File: src/rtl/tone_meter.sv
// rtl/tone_meter.sv - period and peak meter for a 12-bit offset-binary tone
// Finds rising mid-level crossings with hysteresis and measures NCYC periods.
module tone_meter #(
   parameter int W     = 12,
   parameter int MID   = 2048,
   parameter int HYST  = 64,
   parameter int CNT_W = 16,
   parameter int NCYC  = 1
) (
   input  logic             clk,
   input  logic             rst,
   input  logic             start,
   input  logic [W-1:0]     sample_in,
   input  logic             sample_valid,
   output logic             busy,
   output logic             result_valid,
   output logic [CNT_W-1:0] period,
   output logic [W-1:0]     peak_max,
   output logic [W-1:0]     peak_min,
   output logic             timeout
);

   localparam logic [W-1:0]     LO_THR  = W'(MID - HYST);
   localparam logic [W-1:0]     HI_THR  = W'(MID + HYST);
   localparam logic [CNT_W-1:0] CNT_MAX = '1;
   localparam logic [7:0]       NCYC_L  = 8'(NCYC);

   typedef enum logic [2:0] {S_IDLE, S_ARM, S_SYNC, S_MEASURE, S_DONE} state_t;

   state_t           state_q;
   logic             armed_q;
   logic [CNT_W-1:0] cnt_q;
   logic [7:0]       cyc_q;
   logic [W-1:0]     max_q, min_q;
   logic             busy_q, result_valid_q, timeout_q;
   logic [CNT_W-1:0] period_q;
   logic [W-1:0]     peak_max_q, peak_min_q;

   logic             below, rise;
   logic [CNT_W-1:0] cnt_d;
   logic [7:0]       cyc_d;
   logic [W-1:0]     max_d, min_d;

   // below/above are mutually exclusive because the thresholds straddle MID
   assign below = sample_valid && (sample_in < LO_THR);
   assign rise  = sample_valid && (sample_in >= HI_THR) && armed_q;
   assign cnt_d = cnt_q + 1'b1;
   assign cyc_d = cyc_q + 8'd1;
   assign max_d = (sample_in > max_q) ? sample_in : max_q;
   assign min_d = (sample_in < min_q) ? sample_in : min_q;

   always_ff @(posedge clk or negedge rst) begin
      if (!rst) begin
         state_q        <= S_IDLE;
         armed_q        <= 1'b0;
         cnt_q          <= '0;
         cyc_q          <= '0;
         max_q          <= '0;
         min_q          <= '0;
         busy_q         <= 1'b0;
         result_valid_q <= 1'b0;
         timeout_q      <= 1'b0;
         period_q       <= '0;
         peak_max_q     <= '0;
         peak_min_q     <= '0;
      end else begin
         result_valid_q <= 1'b0;
         case (state_q)
            S_IDLE: begin
               if (start) begin
                  state_q <= S_ARM;
                  busy_q  <= 1'b1;
               end
            end
            S_ARM: begin
               if (below) begin
                  state_q <= S_SYNC;
                  armed_q <= 1'b1;
                  cnt_q   <= '0;
               end
            end
            S_SYNC: begin
               if (sample_valid) begin
                  if (rise) begin
                     state_q <= S_MEASURE;
                     armed_q <= 1'b0;
                     cnt_q   <= '0;
                     cyc_q   <= '0;
                     max_q   <= sample_in;
                     min_q   <= sample_in;
                  end else if (cnt_d == CNT_MAX) begin
                     state_q        <= S_DONE;
                     busy_q         <= 1'b0;
                     result_valid_q <= 1'b1;
                     timeout_q      <= 1'b1;
                     period_q       <= CNT_MAX;
                     peak_max_q     <= '0;
                     peak_min_q     <= '0;
                  end else begin
                     cnt_q <= cnt_d;
                  end
               end
            end
            S_MEASURE: begin
               if (sample_valid) begin
                  cnt_q <= cnt_d;
                  max_q <= max_d;
                  min_q <= min_d;
                  if (below) begin
                     armed_q <= 1'b1;
                  end else if (rise) begin
                     armed_q <= 1'b0;
                     cyc_q   <= cyc_d;
                  end
                  // a completing crossing wins over a simultaneous counter saturation
                  if ((rise && (cyc_d == NCYC_L)) || (cnt_d == CNT_MAX)) begin
                     state_q        <= S_DONE;
                     busy_q         <= 1'b0;
                     result_valid_q <= 1'b1;
                     timeout_q      <= !(rise && (cyc_d == NCYC_L));
                     period_q       <= cnt_d;
                     peak_max_q     <= max_d;
                     peak_min_q     <= min_d;
                  end
               end
            end
            S_DONE: begin
               state_q <= S_IDLE;
            end
            default: begin
               state_q <= S_IDLE;
            end
         endcase
      end
   end

   assign busy         = busy_q;
   assign result_valid = result_valid_q;
   assign period       = period_q;
   assign peak_max     = peak_max_q;
   assign peak_min     = peak_min_q;
   assign timeout      = timeout_q;

endmodule
File: config.mk
export PLATFORM = sky130hd
export DESIGN_NAME = tone_meter
export DESIGN_NICKNAME = d
export VERILOG_FILES = /design/src/rtl/tone_meter.sv
export SDC_FILE = /design/constraint.sdc
export NUM_CORES = 1
export LEC_CHECK = 0
export BUFFER_PORTS_ARGS = -buffer_cell sky130_fd_sc_hd__buf_2
export CORE_MARGIN = 4
export CORE_UTILIZATION = 43
export CTS_CLUSTER_SIZE = 30
export DETAILED_ROUTE_END_ITERATION = 8
export HOLD_SLACK_MARGIN = 0.03
export SLEW_MARGIN = 10
export SYNTH_ARGS = -nofsm -noshare
export SYNTH_HDL_FRONTEND = slang
export SYNTH_SLANG_ARGS = --single-unit
File: constraint.sdc
create_clock -name clk -period 5.9 [get_ports clk]
set_input_delay 0 -clock clk [delete_from_list [all_inputs] [get_ports clk]]
set_output_delay 0 -clock clk [all_outputs]
set_load 0.005 [all_outputs]
==> results.toml, run 1 <==
[synthesis]
syn_avg_cell_area_um2 = 9.94
ffs_w_async_s_r_synth_pct = 100
yosys_most_used_dff = "sky130_fd_sc_hd__dfrtp_1"
yosysWarnings = 0
synth-edff-count = 0
netlist_instances = 552
postSynthRegisterBits = 95
synth.lib_cells_used.distinct = 61
postSynthNetCount = 595
synth_seq_area_share_pct = 43.3
synth.cell_area_mm2 = 0.00549

[critical_path]
path_max_fanout = 20
timing.critical_path.mode_cell = "sky130_fd_sc_hd__nand2_1"
timing.critical_path.cells = "inv_2 > nor2_1 > nand2_1 > nor4_1 > a41o_1 > nand2_1 > o21ai_0"
crit_required_ns = 6.16
critPathSlowestCell = "sky130_fd_sc_hd__nor4_1"
critical_path.max_stage_delay_ns = 0.82
crit_type = "reg2reg"
crit_path_end_kind = "flip-flop"
worst-endpoint-arrival_ns = 3.90
cp-start-kind = "flip-flop"

[sta]
grt_setup_unrepaired = "false"
report.final.hold_viol_count = 0
max_freq_ghz = 0.275
maxSlewHeadroom_pct = 38.9
finalClockSkew_ns = 0.00787
finalSetupTns_ns = 0
setup_viol = 0
min_period_over_period_pct = 61.6
report.final.slew_viol_count = 0
tightestPinTransition_ns = 0.916
final.min_clock_period_ns = 3.63

[pwr]
leakage_nw = 2.90
vdd_drop_max_v = 0.000184
powerDensity_mw_per_mm2 = 413

[die]
die_w_um = 121
num_rows = 41
die-area_mm2 = 0.0146
core_area_mm2 = 0.0126
die_height_um = 121
starting_density_of_the_core_pct = 43.7
boundaryPins = 59

[cts]
cts_resized = 0
worstSkewPairLatency_ns = 0.35
clock_sinks = 95
clock_tree_buf_depth = 2
tritoncts = "yes"
clock_tree_root_driver_cell = "sky130_fd_sc_hd__clkbuf_16"
clk_transition_reported_paths_ns = 0.07
cts-htree-levels = 3
cts_inserted_buffers = 9

[place]
routabilityCongestion = 0.889
dpl_cell_area_mm2 = 0.00588
io_buffers = 58
place.detailed.hpwl_um = 9040

[route]
route.final.wire_length_um = 13000
routed_wire_length_per_instance_um = 16.5
route.vias.total = 4300
vias_per_cell = 5.48
post-route-drc-count = 0
final_antenna_net_count = 0
detail_route.first_pass.iterations = 5
detailedRoute.firstIterationViolations = 330

[status]
status = "complete, no violations"

[layout]
finalNetCount = 653
n_antenna_cell = 0
finalInstanceArea_mm2 = 0.00625
flow.area_growth_from_synthesis_pct = 14.0
final_layout_size_suffix_gt1_share_pct = 23.2

[global_route]
gr-usage-all-layers_pct = 18.6
grt-ovfl-total = 0
grt_antenna_before_repair = 0
grt_start_max_net_pins = 54
wire_length_of_the_first_global_routing_pass_um = 21500
via_count_of_the_first_global_routing_pass = 4236

[run]
drv.max_cap_violation_count = 0

[hold_path]
worstHoldPathType = "in2reg"
path summary, 6_finish.rpt:
path	from	endpoint	slack, ns	cells after the start
max	state_q[1]	peak_min[11]	2.27	7
min	sample_in[11]	max_q[11]	0.05	2
max reg2reg	state_q[1]	peak_min[11]	2.27	7
min reg2reg	peak_max[8]	peak_max[8]	0.47	2
max in group asynchronous	rst	state_q[2]	4.61	3
min in group asynchronous	rst	cnt_q[13]	0.19	2
synthesized netlist by cell type (all sizes together) (2+ instances only):
cell type | instances | area (um^2)
mux2 | 24 | 270
o31ai | 15 | 133
clkbuf | 5 | 18.8
and2 | 2 | 12.5
dfrtp | 95 | 2380
and3 | 6 | 37.5
a21o | 10 | 75.1
xnor2 | 10 | 87.6
nand3 | 15 | 90.1
nand2b | 2 | 12.5
or3 | 3 | 18.8
buf | 21 | 138
and4 | 4 | 35.0
a31oi | 3 | 18.8
xor2 | 4 | 42.6
nand2 | 51 | 191
o211ai | 2 | 20.0
inv | 32 | 120
mux2i | 26 | 260
o21ai | 66 | 372
o21a | 7 | 52.6
nand4 | 11 | 83.8
nor3 | 11 | 55.1
nor4 | 7 | 71.3
nor2b | 5 | 31.3
or2 | 2 | 15.0
o2111ai | 2 | 17.5
ha | 27 | 338
a41o | 2 | 20.0
nor2 | 40 | 165
a21oi | 27 | 154
metrics by stage:
step	instances	utilization, %	total power, mW	hold slack (ns)	setup WS (ns)
floorplan	552	-	1.70	-0.296	3.51
global placement	762	46.8	1.99	0.0223	2.50
finish	785	49.8	2.58	0.0499	2.27
detailed placement	762	46.8	2.01	0.0299	2.36
global route	785	49.8	2.78	0.0717	1.98
CTS	785	49.8	2.61	0.0372	2.33
layout by cell type (no fill, tap or decap), types with 9 or more instances in the layout:
master                           n
sky130_fd_sc_hd__ha_1           27
sky130_fd_sc_hd__o21ai_1        15
sky130_fd_sc_hd__nand2_1        51
sky130_fd_sc_hd__inv_1          31
sky130_fd_sc_hd__nor2_1         34
sky130_fd_sc_hd__clkbuf_16       9
sky130_fd_sc_hd__o31ai_1        11
sky130_fd_sc_hd__mux2_2         24
sky130_fd_sc_hd__a21o_1         10
sky130_fd_sc_hd__a21oi_1        22
sky130_fd_sc_hd__nor3_1         11
sky130_fd_sc_hd__xnor2_1        10
sky130_fd_sc_hd__dlygate4sd3_1   9
sky130_fd_sc_hd__o21ai_2        11
sky130_fd_sc_hd__mux2i_1        26
sky130_fd_sc_hd__dfrtp_1        95
sky130_fd_sc_hd__nand3_1        12
sky130_fd_sc_hd__buf_2          57
sky130_fd_sc_hd__o21ai_0        40
sky130_fd_sc_hd__nand4_1        10
logic make-up after synthesis:
family / Yosys count / share of synthesized area, %
simple gates: 162 / 15.4
compound gates: 146 / 18.0
flops: 95 / 43.3
buf+inv: 58 / 5.04
mux: 50 / 9.67
fa+ha+maj: 27 / 6.16
xor+xnor: 14 / 2.37
state kept, by name, indices dropped and copies added (netlist names):
name,flops
min_q,12
peak_min,12
period,16
cnt_q,16
peak_max,12
timeout,1
max_q,12
result_valid,1
busy,1
cyc_q,8
armed_q,1
state_q,3
layout make-up:
| type | count | area [um^2] |
|---|---|---|
| Multi-Input combinational cell | 399 | 2830 |
| Timing Repair Buffer | 73 | 428 |
| Clock inverter | 1 | 30.0 |
| Tap cell | 172 | 215 |
| Inverter | 32 | 120 |
| Clock buffer | 13 | 250 |
| Fill cell | 1165 | 6310 |
| Sequential cell | 95 | 2380 |
where the power goes:
part | switching [mW] | internal (mW)
combinational | 0.502 | 0.472
clock | 0.247 | 0.336
sequential | 0.158 | 0.867
total | 0.907 | 1.68
what timing repair did:
| item | in CTS | in global routing |
|---|---|---|
| setup buffers | 0 | 0 |
| hold endpoints to repair | 59 | 0 |
| endpoints found under the setup margin | 0 | 0 |
| hold buffers | 9 | 0 |
worst max-delay path, delay by kind of cell, from the launching register on:
family | cells | cell delay (ns)
flops | 1 | 0.46
simple gates | 4 | 1.90
compound gates | 2 | 1.09
buf+inv | 1 | 0.09
metal layers:
metal / wire length [um] / vias up / global-route usage [%] / share of wire [%]
met5: 0 / - / 0 / 0
met4: 231 / 0 / 7.01 / 1.8
met3: 552 / 14 / 3.54 / 4.3
met2: 6110 / 114 / 28.9 / 47
met1: 6070 / 2081 / 25.9 / 47
li1: - / 2091 / - / -
Note: power is estimated with default switching activity, not from simulation.
==> run 2: changes to the inputs <==
- ABC_AREA: not set -> 1
- clock period: 5.9 -> 3.03 ns (I/O delays scaled with it)
==> run 2 against run 1 <==
Effect of this change: final cell count rose by 28%; design area rose by 4.2%; first-iteration DRC count rose by 47%; combinational power rose by 120%; clock power rose by 99%; global-route usage rose by 2.2 points; flip-flop and latch count did not move; largest power group is now combinational cells.
==> results.toml, run 2 <==
[route]
detail_route.first_pass.iterations = 5
final_antenna_net_count = 0
post-route-drc-count = 0
route.final.wire_length_um = 14900
vias_per_cell = 5.28
route.vias.total = 5303
detailedRoute.firstIterationViolations = 485
routed_wire_length_per_instance_um = 14.8

[synthesis]
synthAdderAreaFrac_pct = 5.89
netlist_instances = 775
synth_simple_gate_area_share_pct = 29.9
synth_xor_area_share_pct = 0.764
syn_avg_cell_area_um2 = 7.40
synth.mux.area_fraction_pct = 0
ffs_w_async_s_r_synth_pct = 100
synth_seq_area_share_pct = 41.4
synth-edff-count = 0
yosys.cell_count.top_type = "sky130_fd_sc_hd__nand2_1"
synth.cell_area_mm2 = 0.00574
postSynthRegisterBits = 95
synth.lib_cells_used.distinct = 34
yosys_most_used_dff = "sky130_fd_sc_hd__dfrtp_1"
synthTopCellsByArea = "sky130_fd_sc_hd__dfrtp_1 (41%), sky130_fd_sc_hd__nand2_1 (15%), sky130_fd_sc_hd__nand3_1 (6.8%)"
synth_compound_gate_area_share_pct = 13.7
netlist.top_cell.by_area = "sky130_fd_sc_hd__dfrtp_1"
yosysWarnings = 0
netlist.area_leader.share_pct = 41.4
postSynthNetCount = 818
most_instantiated_cells_after_synthesis = "sky130_fd_sc_hd__nand2_1 (225), sky130_fd_sc_hd__dfrtp_1 (95), sky130_fd_sc_hd__inv_1 (80)"
largest_family_of_logic_cells_by_synthesized_area = "simple AND/OR/NAND/NOR gates"

[layout]
final_layout_size_suffix_gt1_share_pct = 12.4
n_antenna_cell = 0
seqCellArea_mm2 = 0.00238
finalNetCount = 870
multi_input_area_mm2 = 0.00290
filler_cell_count = 1306
mostFrequentLayoutCell = "sky130_fd_sc_hd__nand2_1"
non_filler_instances = 1004
flow.area_growth_from_synthesis_pct = 13.6
most_frequent_cells_in_the_layout = "sky130_fd_sc_hd__nand2_1 (225), sky130_fd_sc_hd__dfrtp_1 (95), sky130_fd_sc_hd__inv_1 (80)"

[critical_path]
cp-start-kind = "flip-flop"
path_max_fanout = 24
timing.critical_path.mode_cell = "sky130_fd_sc_hd__nand2_1"
crit_type = "reg2reg"
worst-endpoint-arrival_ns = 3.08
critical_path.max_stage_delay_ns = 0.43
critPathSlowestCell = "sky130_fd_sc_hd__a21oi_4"
crit_required_ns = 3.32
crit_path_end_kind = "flip-flop"
timing.critical_path.cells = "ha_1 > nand2_1 > nor2_2 > nand3_1 > o21bai_1 > nand2_1 > nor2_1 > nand3_2 > a21oi_4 > buf_4 > nand3_1 > nand2_1"

[sta]
tightestPinTransition_ns = 0.621
min_period_over_period_pct = 91.9
finalClockSkew_ns = 0.0122
report.final.hold_viol_count = 0
report.final.slew_viol_count = 0
max_freq_ghz = 0.359
setup_viol = 0
grt_setup_unrepaired = "false"
final.min_clock_period_ns = 2.78
finalSetupTns_ns = 0
maxSlewHeadroom_pct = 58.6

[global_route]
wire_length_of_the_first_global_routing_pass_um = 24800
gr-usage-all-layers_pct = 20.9
grt_antenna_before_repair = 0
grt-ovfl-total = 0
grt_start_max_net_pins = 60
via_count_of_the_first_global_routing_pass = 4985

[pwr]
leakage_nw = 3.28
power_frac_comb_pct = 41.4
p_int_mw = 3.05
power.switching_mw = 2.08
power.sequential.fraction_pct = 35.9
part_of_the_power_in_the_clock_network_pct = 22.7
powerDensity_mw_per_mm2 = 788
share_of_total_power_consumed_by_net_switching_pct = 40.6
vdd_drop_max_v = 0.000312

[place]
post-place-cells = 985
place.detailed.hpwl_um = 10800
io_buffers = 58
routabilityCongestion = 0.910

[die]
starting_density_of_the_core_pct = 44.7
die-area_mm2 = 0.0152
num_rows = 41
die_height_um = 123
die_w_um = 123
boundaryPins = 59
core_area_mm2 = 0.0128

[hold_path]
worstHoldPathType = "in2reg"

[run]
drv.max_cap_violation_count = 0

[cts]
cts_inserted_buffers = 9
clock_sinks = 95
clk_transition_reported_paths_ns = 0.07
post_cts.repair.setup_buffers = 0
clock_tree_buf_depth = 2
tritoncts = "yes"
cts-htree-levels = 3
clock_tree_root_driver_cell = "sky130_fd_sc_hd__clkbuf_16"
worstSkewPairLatency_ns = 0.36

[status]
status = "complete, no violations"
-- run 2: cell types whose count changed after synthesis, moves of 11 or more --
cell                       previous run  this run
sky130_fd_sc_hd__nor2_1              34        51
sky130_fd_sc_hd__nand2_1             51       225
sky130_fd_sc_hd__o21ai_1             15         1
sky130_fd_sc_hd__inv_1               31        80
sky130_fd_sc_hd__clkbuf_1             5        16
sky130_fd_sc_hd__mux2_2              24         0
sky130_fd_sc_hd__a21oi_1             22        54
sky130_fd_sc_hd__nand3_1             12        78
sky130_fd_sc_hd__mux2i_1             26         0
sky130_fd_sc_hd__o21ai_0             40        52
-- run 2: worst max-delay path, delay by kind of cell (launching register included) --
family          cells  cell delay, ns
compound gates      2            0.58
simple gates        8            1.15
flops               1            0.42
buf+inv             1            0.34
fa+ha+maj           1            0.23
-- run 2: cells by family (layout without fill, tap and decap cells) --
group                    after synthesis  count (layout)
AND/OR/NAND/NOR                      397             397
AO/OA/AOI/OAI                        139             139
XOR/XNOR                               5               5
flip-flops                            95              95
buffers and inverters                112             169
adder cells (fa/ha/maj)               27              27
-- run 2: path summary, 6_finish.rpt --
kind	from	end	slack, ns	depth (start not counted)
min in group asynchronous	rst	period[6]	0.14	2
max reg2reg	cnt_q[0]	peak_max[2]	0.25	12
max in group asynchronous	rst	peak_min[11]	2.09	3
max	cnt_q[0]	peak_max[2]	0.25	12
min reg2reg	period[11]	period[11]	0.47	2
min	sample_in[3]	min_q[3]	0.05	3
-- run 2: through the flow --
| stage | total power [mW] | hold WS (ns) | worst slack [ns] | utilization, % | area [um^2] |
|---|---|---|---|---|---|
| after CTS | 5.18 | 0.0351 | 0.218 | 50.7 | 6510 |
| after global routing | 5.58 | 0.0739 | 0.0279 | 50.8 | 6520 |
| after detailed placement | 3.99 | -0.0224 | 0.243 | 48.2 | 6180 |
| final | 5.13 | 0.0468 | 0.246 | 50.8 | 6520 |
| after global placement | 3.93 | -0.0258 | 0.388 | 48.2 | 6180 |
| after floorplan | 3.29 | -0.296 | 0.950 | - | 5740 |
-- run 2: layout make-up --
type	count	share of cell area, %
Clock inverter	6	1.08
Inverter	80	4.61
Multi-Input combinational cell	568	44.5
Sequential cell	95	36.5
Clock buffer	10	3.51
Timing Repair Buffer	73	6.53
Tap cell	172	3.30
-- run 2: layer usage --
metal  global-route usage (%)  part of all wire [%]  vias up
met5                        0                     0        -
met3                     2.79                   5.0       12
met4                     7.75                   1.5        0
met2                     31.4                    45      141
li1                         -                     -     2653
met1                     30.6                    49     2497
-- run 2: power groups by stage --
stage	logic [mW]	registers [mW]	clock network, mW
after floorplan	1.44	1.85	0
after global placement	2.07	1.86	0
after detailed placement	2.12	1.87	0
after CTS	2.14	1.85	1.20
after global routing	2.45	1.89	1.24
final	2.13	1.84	1.16
-- run 2: repair_timing --
item,in CTS,in global routing
setup endpoints to repair,0,37
endpoints found under the hold margin,36,0
resized for setup,0,1
hold buffers,3,0
